===== src/rtl/game_pkg.sv =====
// Shared definitions for the wall game scheduler.
//   NUM_WALLS_DEF    : default number of wall lanes
//   SPAWN_FRAMES_DEF : default frame ticks between spawn attempts
//   state_e          : scheduler FSM state encoding
package game_pkg;

    localparam int unsigned NUM_WALLS_DEF    = 4;
    localparam int unsigned SPAWN_FRAMES_DEF = 90;

    typedef enum logic [2:0] {
        StIdle,
        StWait,
        StErase,
        StStep,
        StDraw,
        StOver
    } state_e;

endpackage


===== src/rtl/wall_pick.sv =====
// Finds the lowest set bit of mask at or above index from.
//   mask  : candidate wall bits
//   from  : first index to consider (may equal NUM_WALLS, meaning none)
//   found : a candidate exists at or above from
//   idx   : index of that candidate (0 when none)
module wall_pick
    import game_pkg::*;
#(
    parameter int unsigned NUM_WALLS = NUM_WALLS_DEF,
    localparam int unsigned SelW     = $clog2(NUM_WALLS)
) (
    input  logic [NUM_WALLS-1:0] mask,
    input  logic [SelW:0]        from,
    output logic                 found,
    output logic [SelW-1:0]      idx
);

    always_comb begin
        found = 1'b0;
        idx   = '0;
        for (int unsigned i = 0; i < NUM_WALLS; i++) begin
            if (!found && mask[i] && (i >= 32'(from))) begin
                found = 1'b1;
                idx   = SelW'(i);
            end
        end
    end

endmodule


===== src/rtl/wall_scheduler.sv =====
// Frame scheduler for a wall-dodging game: per frame tick it erases every live
// wall, advances them, optionally spawns one, then redraws them, sharing one
// draw engine through a req/done handshake.
//   clk, resetn              : clock, async active-low reset
//   go                       : start (IDLE) / restart (OVER) pulse
//   frame_tick               : frame strobe, accepted only in WAIT
//   touched, off_screen      : per-wall collision / reached-edge flags
//   draw_done                : draw engine finished current job
//   draw_req/erase/sel       : job request, type and wall index
//   wall_start, wall_step    : one-cycle spawn / advance pulses
//   wall_active, score       : live walls, saturating cleared count
//   game_over, frame_overrun : collision seen, tick dropped pulse
module wall_scheduler
    import game_pkg::*;
#(
    parameter int unsigned NUM_WALLS    = NUM_WALLS_DEF,
    parameter int unsigned SPAWN_FRAMES = SPAWN_FRAMES_DEF,
    localparam int unsigned SelW        = $clog2(NUM_WALLS)
) (
    input  logic                 clk,
    input  logic                 resetn,
    input  logic                 go,
    input  logic                 frame_tick,
    input  logic [NUM_WALLS-1:0] touched,
    input  logic [NUM_WALLS-1:0] off_screen,
    input  logic                 draw_done,
    output logic                 draw_req,
    output logic                 draw_erase,
    output logic [SelW-1:0]      draw_sel,
    output logic [NUM_WALLS-1:0] wall_start,
    output logic [NUM_WALLS-1:0] wall_step,
    output logic [NUM_WALLS-1:0] wall_active,
    output logic [7:0]           score,
    output logic                 game_over,
    output logic                 frame_overrun
);

    state_e               state_q;
    logic                 req_q, erase_q, over_q, overrun_q, hit_q;
    logic [SelW-1:0]      sel_q;
    logic [SelW:0]        from_q;  // next index the job walker may pick
    logic [NUM_WALLS-1:0] start_q, step_q, active_q;
    logic [7:0]           score_q, cnt_q;

    logic                 job_found, free_found;
    logic [SelW-1:0]      job_idx, free_idx;
    logic [NUM_WALLS-1:0] clears, spawn_vec;
    logic [3:0]           clear_cnt;
    logic [8:0]           score_sum;
    logic                 spawn_due, in_play, hit_now;

    wall_pick #(.NUM_WALLS(NUM_WALLS)) u_job_pick (
        .mask  (active_q),
        .from  (from_q),
        .found (job_found),
        .idx   (job_idx)
    );

    // Spawner looks at walls inactive at STEP entry, so a wall cleared in
    // this STEP is never the one respawned.
    wall_pick #(.NUM_WALLS(NUM_WALLS)) u_spawn_pick (
        .mask  (~active_q),
        .from  ('0),
        .found (free_found),
        .idx   (free_idx)
    );

    always_comb begin
        clears    = active_q & off_screen;
        clear_cnt = '0;
        for (int unsigned i = 0; i < NUM_WALLS; i++) begin
            clear_cnt = clear_cnt + 4'(clears[i]);
        end
        score_sum = {1'b0, score_q} + {5'b0, clear_cnt};
        spawn_due = (cnt_q >= 8'(SPAWN_FRAMES));
        spawn_vec = '0;
        if (spawn_due && free_found) begin
            spawn_vec[free_idx] = 1'b1;
        end
        in_play = (state_q == StWait) || (state_q == StErase) ||
                  (state_q == StStep) || (state_q == StDraw);
        hit_now = in_play && (|(touched & active_q));
    end

    always_ff @(posedge clk or negedge resetn) begin
        if (!resetn) begin
            state_q   <= StIdle;
            req_q     <= 1'b0;
            erase_q   <= 1'b0;
            sel_q     <= '0;
            from_q    <= '0;
            start_q   <= '0;
            step_q    <= '0;
            active_q  <= '0;
            score_q   <= '0;
            cnt_q     <= '0;
            over_q    <= 1'b0;
            overrun_q <= 1'b0;
            hit_q     <= 1'b0;
        end else begin
            start_q   <= '0;
            step_q    <= '0;
            overrun_q <= frame_tick &&
                         ((state_q == StErase) || (state_q == StStep) || (state_q == StDraw));
            if (hit_now) begin
                hit_q <= 1'b1;
            end
            unique case (state_q)
                StIdle: begin
                    if (go) begin
                        state_q <= StWait;
                    end
                end
                StWait: begin
                    if (frame_tick) begin
                        cnt_q   <= cnt_q + 8'd1;
                        from_q  <= '0;
                        state_q <= StErase;
                    end
                end
                StErase, StDraw: begin
                    if (req_q) begin
                        // Drop req for one cycle before the next job.
                        if (draw_done) begin
                            req_q  <= 1'b0;
                            from_q <= {1'b0, sel_q} + (SelW + 1)'(1);
                        end
                    end else if (job_found) begin
                        req_q   <= 1'b1;
                        sel_q   <= job_idx;
                        erase_q <= (state_q == StErase);
                    end else begin
                        from_q <= '0;
                        if (state_q == StErase) begin
                            state_q <= StStep;
                        end else if (hit_q || hit_now) begin
                            state_q <= StOver;
                            over_q  <= 1'b1;
                        end else begin
                            state_q <= StWait;
                        end
                    end
                end
                StStep: begin
                    step_q   <= active_q;
                    start_q  <= spawn_vec;
                    active_q <= (active_q & ~clears) | spawn_vec;
                    score_q  <= score_sum[8] ? 8'hFF : score_sum[7:0];
                    if (spawn_due) begin
                        cnt_q <= '0;
                    end
                    state_q <= StDraw;
                end
                StOver: begin
                    if (go) begin
                        active_q <= '0;
                        score_q  <= '0;
                        cnt_q    <= '0;
                        hit_q    <= 1'b0;
                        over_q   <= 1'b0;
                        state_q  <= StIdle;
                    end
                end
                default: state_q <= StIdle;
            endcase
        end
    end

    assign draw_req      = req_q;
    assign draw_erase    = erase_q;
    assign draw_sel      = sel_q;
    assign wall_start    = start_q;
    assign wall_step     = step_q;
    assign wall_active   = active_q;
    assign score         = score_q;
    assign game_over     = over_q;
    assign frame_overrun = overrun_q;

endmodule

===== config.mk =====
export PLATFORM = sky130hd
export DESIGN_NAME = wall_scheduler
export DESIGN_NICKNAME = d
export VERILOG_FILES = /design/src/rtl/game_pkg.sv /design/src/rtl/wall_pick.sv /design/src/rtl/wall_scheduler.sv
export SDC_FILE = /design/constraint.sdc
export NUM_CORES = 1
export LEC_CHECK = 0
export CORE_ASPECT_RATIO = 0.8
export CORE_UTILIZATION = 35
export DETAILED_ROUTE_END_ITERATION = 6
export DONT_BUFFER_PORTS = 1
export GPL_TIMING_DRIVEN = 0
export SLEW_MARGIN = 0
export SYNTH_ARGS = -nofsm -noshare
export SYNTH_HDL_FRONTEND = slang
export SYNTH_SLANG_ARGS = --single-unit

===== constraint.sdc =====
create_clock -name clk -period 2.5 [get_ports clk]
set_input_delay 0.375 -clock clk [delete_from_list [all_inputs] [get_ports clk]]
set_output_delay 0.375 -clock clk [all_outputs]
set_load 0.005 [all_outputs]

Word level (Yosys, flattened, before mapping). Cells that the tools add are included.

Bits in read-only memories: 0. Memories: 0. Register bits: 41. Bits in latches: 0. Output and inout port bits: 26. Bits in writable memories: 0.

Multipliers: 0. Shift-type cells: 0. Divide/modulo/power cells: 0. Equality and inequality tests: 15. Reduce and logical (&&, ||, !) cells: 39. Add/subtract/negate cells: 6. Multiplexer cells: 52. Bitwise operators: 7. Magnitude comparators: 7.

Operator list (number): 3-bit two-way mux (11); 8-bit two-way mux (4); 8-bit one-hot mux with 3 select lines (1); 1-bit two-way mux (22); 4-bit two-way mux (4); 2-bit inequality test (second input constant) (8); 8-bit one-hot mux with 2 select lines (1); 3-bit one-hot mux with 5 select lines (1); 1-bit logical AND (14); 4-bit bitwise AND (3); 8-bit by 4-bit adder with 9-bit output (1); 8-bit by 1-bit adder with 8-bit output (second input constant) (1); 8-bit by 7-bit >= comparator with 1-bit output (second input constant) (1); 2-bit two-way mux (4); 4-bit inverter (2); 4-bit one-hot mux with 2 select lines (1); 4-bit AND reduction (2); 3-bit by 2-bit equality test with 1-bit output (second input constant) (2); 3-bit equality test (second input constant) (2); 1-bit by 3-bit >= comparator with 1-bit output (first input constant) (2); 2-bit by 3-bit >= comparator with 1-bit output (first input constant) (2); 1-bit zero test (6); 1-bit logical OR (6); 3-bit inequality test (second input constant) (2); 21 further kinds (23).

Depth between registers and ports, before layout. Gate-level depths: netlist (run 1).

Depth in word-level cells: 18. Depth in mapped cells: 9. Mapped depth without buffers: 8.

Cells and area by module. From an unflattened synthesis (run 1), not the netlist that was laid out.

Cell total of the unflattened synthesis: 249. Area total of the unflattened synthesis: 2349.8 µm².

Modules (own cells, without submodules): wall_scheduler (seq. area each 1026.0 µm², area an instance 2209.6 µm², cells each 223, times used 1); wall_pick (seq. area each 0.0 µm², area an instance 70.1 µm², cells each 13, times used 2).

Worst setup path after synthesis (run 1). No wires, ideal clock.

Path kind: reg2reg. From: register active_q[0] (netlist: wall_active[0]). To: register score_q[4] (netlist: score[4]). Required time: 2.414 ns. Setup slack: -0.071 ns. Setup time: 0.086 ns. Stages on the path, launching flop included: 10. Period minus slack after synthesis: 2.571 ns. Data arrival time: 2.485 ns. Path through: dfrtp_1 -> buf_2 -> and2_1 -> fa_1 -> fa_1 -> inv_1 -> fa_1 -> nand4b_2 -> and3b_1 -> nor3_1.

Word-level cells in the longest chain between the ends: 7.

Ends and longest elaborated chain: start: declaration (line wall_scheduler.sv:42) `logic [NUM_WALLS-1:0] start_q, step_q, active_q;`; start signal: assignment (line wall_scheduler.sv:147) `active_q <= (active_q & ~clears) | spawn_vec;`; 4-bit bitwise AND (line wall_scheduler.sv:69) `clears = active_q & off_screen;`; 1-bit by 1-bit adder with 2-bit output (line wall_scheduler.sv:72) `clear_cnt = clear_cnt + 4'(clears[i]);`; 2-bit by 1-bit adder with 3-bit output (line wall_scheduler.sv:72); 3-bit by 1-bit adder with 4-bit output (line wall_scheduler.sv:72); 8-bit by 4-bit adder with 9-bit output (line wall_scheduler.sv:74) `score_sum = {1'b0, score_q} + {5'b0, clear_cnt};`; 8-bit two-way mux (line wall_scheduler.sv:148) `score_q <= score_sum[8] ? 8'hFF : score_sum[7:0];`; 8-bit one-hot mux with 2 select lines (line wall_scheduler.sv:108) `unique case (state_q)`; end signal: assignment (line wall_scheduler.sv:148); end: declaration (line wall_scheduler.sv:43) `logic [7:0] score_q, cnt_q;`.

Every way passes these cells. A chain may end at the register's enable or synchronous reset.

Final worst setup path (run 1). Ends and elaborated chain as after synthesis.

==> metrics.txt, run 1 <==
status=completed; IO Count=39; First-pass DRT Iterations=4; Rel. slew slack=0.721; Max rail drop VDD=0.351 mV; CTS tree=built; crit end category=register; Area Growth Syn to Fin=15.9%; #FFs+latches synth=41; Yosys top cell area share=0.436; Crit-path slowest cell=fa_1; Post-route DRC=0; Synth area leaders=dfrtp_1, a31oi_1, nand2_1; initial cell density of the core=0.365; Max clock buf depth=2; Final Setup Violations=0; CP required=2.72 ns; Synth Flop Type=dfrtp_1; EDFF count, synth=0; die height=between 70 and 80 µm; critical path cell sequence=buf_6, and2_4, fa_1, fa_2, inv_2, fa_2, nand4b_4, and3b_1, nor3_2; Post-Syn Instances=241; Leak=1.21 nW; dpl hpwl=between 3000 and 4000 µm; RSZ-0062 raised after global routing=yes; Worst Tran Pin Value=about 0.42 ns; cell accounting for the most synthesized area=dfrtp_1; Switching Fraction=0.394; total global routing overflow=0; PwrDens=1030 nW/µm²; CORE AREA=~6400 µm²; Worst-Skew Late Latency=0.30 ns; routed wire length=5550 µm; slowest stage delay, CP=0.54 ns; count of final hold-check violations=0; Max Freq=404 MHz; crit-path most repeated cell=fa_2; CTS clk-pin slew, worst paths=roughly 0.090 ns; CP startpoint kind=register; Synth Net Count=261; DP Area=2470 µm²; sequential-to-total area share from yosys stat=0.436; die area=7050 µm²; Critical Path AT=between 2 and 3 ns; Setup CP Type=register to register; Antenna Nets Post-Route=0; DR vias=1898; first-pass GRT wire length=9070 µm; sequential power share=0.355; Synth async-reset ratio=1.00; post-placement cell count=325; largest net degree at the start of global routing=42; fin. max-slew vios=0; Yosys Warn Count=0; Root Driver=clkbuf_8; final worst path period share=0.991; Synth Area per Inst=9.76 µm²; Clk network pwr share=0.228; total negative slack=0 ns; end-of-flow core utilization=0.423; Die X=93.7 µm; internal power=around 1.7 mW; Clock Skew=0.00607 ns; library cells used by synthesis=58; Hold Worst Slack=around 0.21 ns; Site Rows=26; GRT Util Overall=0.169; crit-path max FO=5; MaxCap Viol Count=0; Detailed Route Iter0 Violations=between 100 and 150; WL per Instance=roughly 16 µm; Final nets=roughly 270; placer congestion estimate=roughly 0.73; H-tree depth=2; non-filler cells in the finished layout=339; Comb power frac=0.417; worst hold path type=primary input to register; crit path time final=about 2.5 ns; synthesized cell area=2350 µm²; initial antenna violation count=0; diode count=0; routed vias/inst=5.60; clock sinks=a little over 40; post-route cell area=2730 µm²; # port buffers=0; switching pwr=~1.1 mW; vias in the first global route=1697; CTS buffer count=5; layout cells sized above 1=0.208
-- sequential cells by signal, indices dropped and copies added (netlist names), 2 cells and up --
register     flops
wall_start       4
score            8
wall_step        4
draw_sel         2
state_q          3
wall_active      4
cnt_q            8
from_q           3
-- power by group through the flow --
stage / Combinational (mW) / Clock, mW / Sequential [mW]
2_1_floorplan: 0.905 / 0 / 0.963
3_3_place_gp: 1.10 / 0 / 1.00
3_5_place_dp: 1.11 / 0 / 1.01
4_1_cts: 1.15 / 0.656 / 0.999
5_1_grt: 1.32 / 0.681 / 1.03
6_report: 1.17 / 0.643 / 0.998
-- through the flow --
| step | power, mW | setup slack [ns] |
|---|---|---|
| finish | 2.81 | 0.0235 |
| global route | 3.02 | -0.0840 |
| CTS | 2.81 | 0.0159 |
| detailed placement | 2.12 | -0.178 |
| global placement | 2.11 | -0.169 |
| floorplan | 1.87 | 0.00320 |
-- cells by family (layout without fill, tap and decap cells) --
group / count (synthesis) / after routing / synth area share
AND/OR/NAND/NOR: 95 / 95 / 0.221
AO/OA/AOI/OAI: 67 / 67 / 0.205
flip-flops: 41 / 41 / 0.436
buffers and inverters: 24 / 38 / 0.0543
adder cells (fa/ha/maj): 7 / 7 / 0.0468
multiplexers: 4 / 4 / 0.0197
XOR/XNOR: 3 / 3 / 0.0176
-- cells in the mapped netlist (2+ instances only) --
cell type and n:
nor4_1 2, ha_1 4, mux2i_1 2, a211oi_2 2, and3b_1 2, nand3_1 12
a41oi_1 2, nor2b_1 3, a31oi_1 15, a211oi_1 3, nand4_1 2, o41ai_1 2
nand2_1 24, buf_2 6, nor3_1 9, o21ai_0 8, o21ai_1 2, a22oi_1 3
nor2_1 17, dfrtp_1 41, o211ai_1 3, a21oi_1 14, a21o_1 2, buf_4 2
fa_1 3, and2_1 9, buf_6 3, nand2b_1 2, o32ai_1 2, and3_1 2
inv_1 11
-- cell type report --
class | instances | area (µm²)
plain buffers | 12 | 95.1
clock buffers | 5 | 68.8
clock inverters | 3 | 65.1
fillers | 643 | 3720
inverters | 12 | 45.0
multi-input cells | 176 | 1260
flip-flops and latches | 41 | 1030
well taps | 84 | 105
repair buffers | 6 | 63.8
-- metal layers --
metal / track usage / vias to the layer above / share of wire / routed length, µm
li1: - / 898 / - / -
met2: 0.239 / 62 / 0.43 / 2370
met1: 0.250 / 932 / 0.50 / 2750
met5: 0 / - / 0 / 0
met3: 0.0399 / 6 / 0.061 / 336
met4: 0.0615 / 0 / 0.017 / 92
-- cell usage in the layout, fill, tap and decap left out, types with 4 or more instances in the layout --
cell / Yosys / routed
dfrtp_1: 41 / 41
nand2_1: 24 / 24
nor2_1: 17 / 17
a21oi_1: 14 / 14
a31oi_1: 15 / 14
nand3_1: 12 / 12
inv_1: 11 / 10
nor3_1: 9 / 8
o21ai_0: 8 / 8
and2_1: 9 / 7
buf_6: 3 / 6
buf_4: 2 / 5
clkbuf_8: 0 / 5
buf_2: 6 / 4
ha_1: 4 / 4
-- critical path: cells and delay by family (launching register included) --
family                     cells  cell delay (ns)
and+or+nand+nor                4             0.69
buffers and inverters          2             0.18
adders and majority gates      3             1.13
DFF                            1             0.41
-- worst paths after layout --
check	end	startpoint	slack, ns	depth (start not counted)
worst min register to register	cnt_q[7]	cnt_q[7]	0.50	1
max in group asynchronous	draw_req	resetn	1.75	2
min in group asynchronous	wall_step[3]	resetn	0.54	2
worst max-delay path	score[4]	wall_active[0]	0.02	9
worst max register to register	score[4]	wall_active[0]	0.02	9
worst min-delay path	state_q[1]	frame_tick	0.21	2
-- what timing repair did --
item / 4_1_cts / 5_1_grt
hold buffers: 2 / 0
setup buffers: 3 / 1
pin swaps: 8 / 6
setup endpoints to repair: 8 / 7
hold endpoints to repair: 41 / 0
resized for setup: 11 / 5
Note: power is estimated with default switching activity, not from simulation.
==> run 2, diff against run 1 <==
- CORE_ASPECT_RATIO: 0.8 -> default
==> metrics.txt, run 2 (synthesis results as in run 1) <==
diode count=0 (unchanged); die height=84.0 µm (+11%); CP startpoint kind=register; most frequent cells in the layout=dfrtp_1, nand2_1, nor2_1, a31oi_1, a21oi_1; Comb power frac=0.443 (+0.026); # port buffers=0 (unchanged); post-placement cell count=318 (-2.2%); Antenna Nets Post-Route=0 (unchanged); crit-path most repeated cell=fa_2; clock sinks=41 (unchanged); MaxCap Viol Count=0 (unchanged); DR vias=1869 (-1.5%); Power Total=2.61 mW (-7.2%); Switching Fraction=0.423 (+0.0293); crit end category=register; fin. max-slew vios=0 (unchanged); initial cell density of the core=0.366 (+0.00107); worst hold path type=primary input to register; Detailed Route Iter0 Violations=132 (+22%); Critical Path AT=2.68 ns (-0.02 ns); Site Rows=29 (+12%); Rel. slew slack=0.717 (-0.00351); Reg2Reg Capture Point=score[4]; sequential power share=0.381 (+0.026); non-filler cells in the finished layout=334 (-1.5%); Max rail drop VDD=0.276 mV (-21%); CP required=2.73 ns (about the same); post-route cell area=2670 µm² (-2.2%); worst hold stages=2 (unchanged); multi-input logic area=1230 µm² (-1.8%); Setup WS post-layout=0.0531 ns (+0.0295 ns); commonest non-fill, non-tap cell in the layout=dfrtp_1; layout cells sized above 1=0.202 (-0.00551); HP Start=frame_tick; pre-CTS WS=-0.220 ns (-0.0420 ns); GRT Util Overall=0.154 (-0.0145); Die X=84.0 µm (-10%); vias in the first global route=1702 (+0.29%); crit-path max FO=5 (unchanged); largest net degree at the start of global routing=42 (unchanged); CORE AREA=6420 µm² (-0.29%); WL per Instance=16.0 µm (-2.4%); Area Growth Syn to Fin=13.3%; Clk network pwr share=0.176 (-0.052); R2R depth=9 (unchanged); switching pwr=1.10 mW (-0.29%); Final Setup Violations=0 (unchanged); dpl hpwl=3620 µm (-3.7%); status=finished with violations; crit path time final=2.45 ns (-0.0295 ns); routed wire length=5340 µm (-3.8%); Filler cells=632 (-1.7%); Hold Crit Endpoint=state_q[1]; DP Area=2460 µm² (-0.36%); Worst Tran Pin Value=0.423 ns (+0.00728 ns); Hold Worst Slack=0.198 ns (-0.0135 ns); IO Count=39 (unchanged); total global routing overflow=0 (unchanged); total negative slack=0 ns (unchanged); die area=7050 µm² (about the same); CTS clk-pin slew, worst paths=0.09 ns (about the same); Leak=1.20 nW (-1.3%); slowest stage delay, CP=0.52 ns (-0.02 ns); reg2reg start=wall_active[2]; Max clock buf depth=2 (unchanged); initial antenna violation count=0 (unchanged); PwrDens=980 nW/µm² (-5.1%); violated checks=DRC; end-of-flow core utilization=0.415 (-0.00811); r2r setup slk=0.05 ns (+0.03 ns); critical path cell sequence=buf_6, and2_4, fa_1, fa_2, inv_2, fa_2, nand4b_4, and3b_1, nor3_2; Post-route DRC=10 (+10); routed vias/inst=5.60 (about the same); Setup CP Type=register to register; CTS tree=built; Worst-Skew Late Latency=0.30 ns (about the same); first-pass GRT wire length=8710 µm (-3.9%); FF/Latch Area=1030 µm² (unchanged); Final nets=276 (+0.73%); H-tree depth=2 (unchanged); placer congestion estimate=0.750 (+2.6%); Crit-path slowest cell=fa_1; Clock Skew=0.0102 ns (+0.00411 ns); Root Driver=clkbuf_8; Max Freq=409 MHz (+1.2%); final worst path period share=0.979 (-0.0118); internal power=1.51 mW (-12%); CTS buffer count=5 (unchanged); RSZ-0062 raised after global routing=yes; count of final hold-check violations=0 (unchanged); First-pass DRT Iterations=7 (+3)
[run 2: worst max-delay path, delay by kind of cell (launching register included)]
family / cells / cell delay, ns
flip-flops: 1 / 0.42
adder cells (fa/ha/maj): 3 / 1.09
AND/OR/NAND/NOR: 4 / 0.70
buffers and inverters: 2 / 0.17
[run 2: power groups by stage]
stage	Combinational, mW	Sequential, mW	Clock [mW]
after floorplan	0.905	0.963	0
after global placement	1.10	1.00	0
after detailed placement	1.10	1.01	0
after CTS	1.15	0.996	0.475
after global routing	1.28	1.02	0.505
final	1.16	0.996	0.459
[run 2: what timing repair did]
item | in CTS | in global routing
setup buffers | 3 | 3
hold buffers | 2 | 0
hold endpoints to repair | 41 | 0
resized for setup | 10 | 2
setup endpoints to repair | 8 | 7
pin swaps | 6 | 3
[run 2: how the worst max path moves through the flow]
stage                        start       end
finish              wall_active[2]  score[4]
global route        wall_active[2]  score[2]
CTS                 wall_active[2]  score[6]
detailed placement  wall_active[0]  score[4]
global placement    wall_active[0]  score[4]
floorplan           wall_active[0]  score[4]
[run 2: routing by layer]
metal,part of all wire,global-route usage,up-vias,wire length [µm]
met5,0,0,-,0
li1,-,-,908,-
met3,0.040,0.0356,8,212
met1,0.49,0.217,908,2610
met2,0.45,0.232,45,2420
met4,0.018,0.0517,0,97
[run 2: layout make-up]
cell class,count,area share
Timing Repair Buffer,8,0.0296
Buffer,12,0.0357
Tap cell,77,0.0362
Clock inverter,3,0.00798
Inverter,12,0.0169
Clock buffer,5,0.0258
Sequential cell,41,0.385
Multi-Input combinational cell,176,0.463
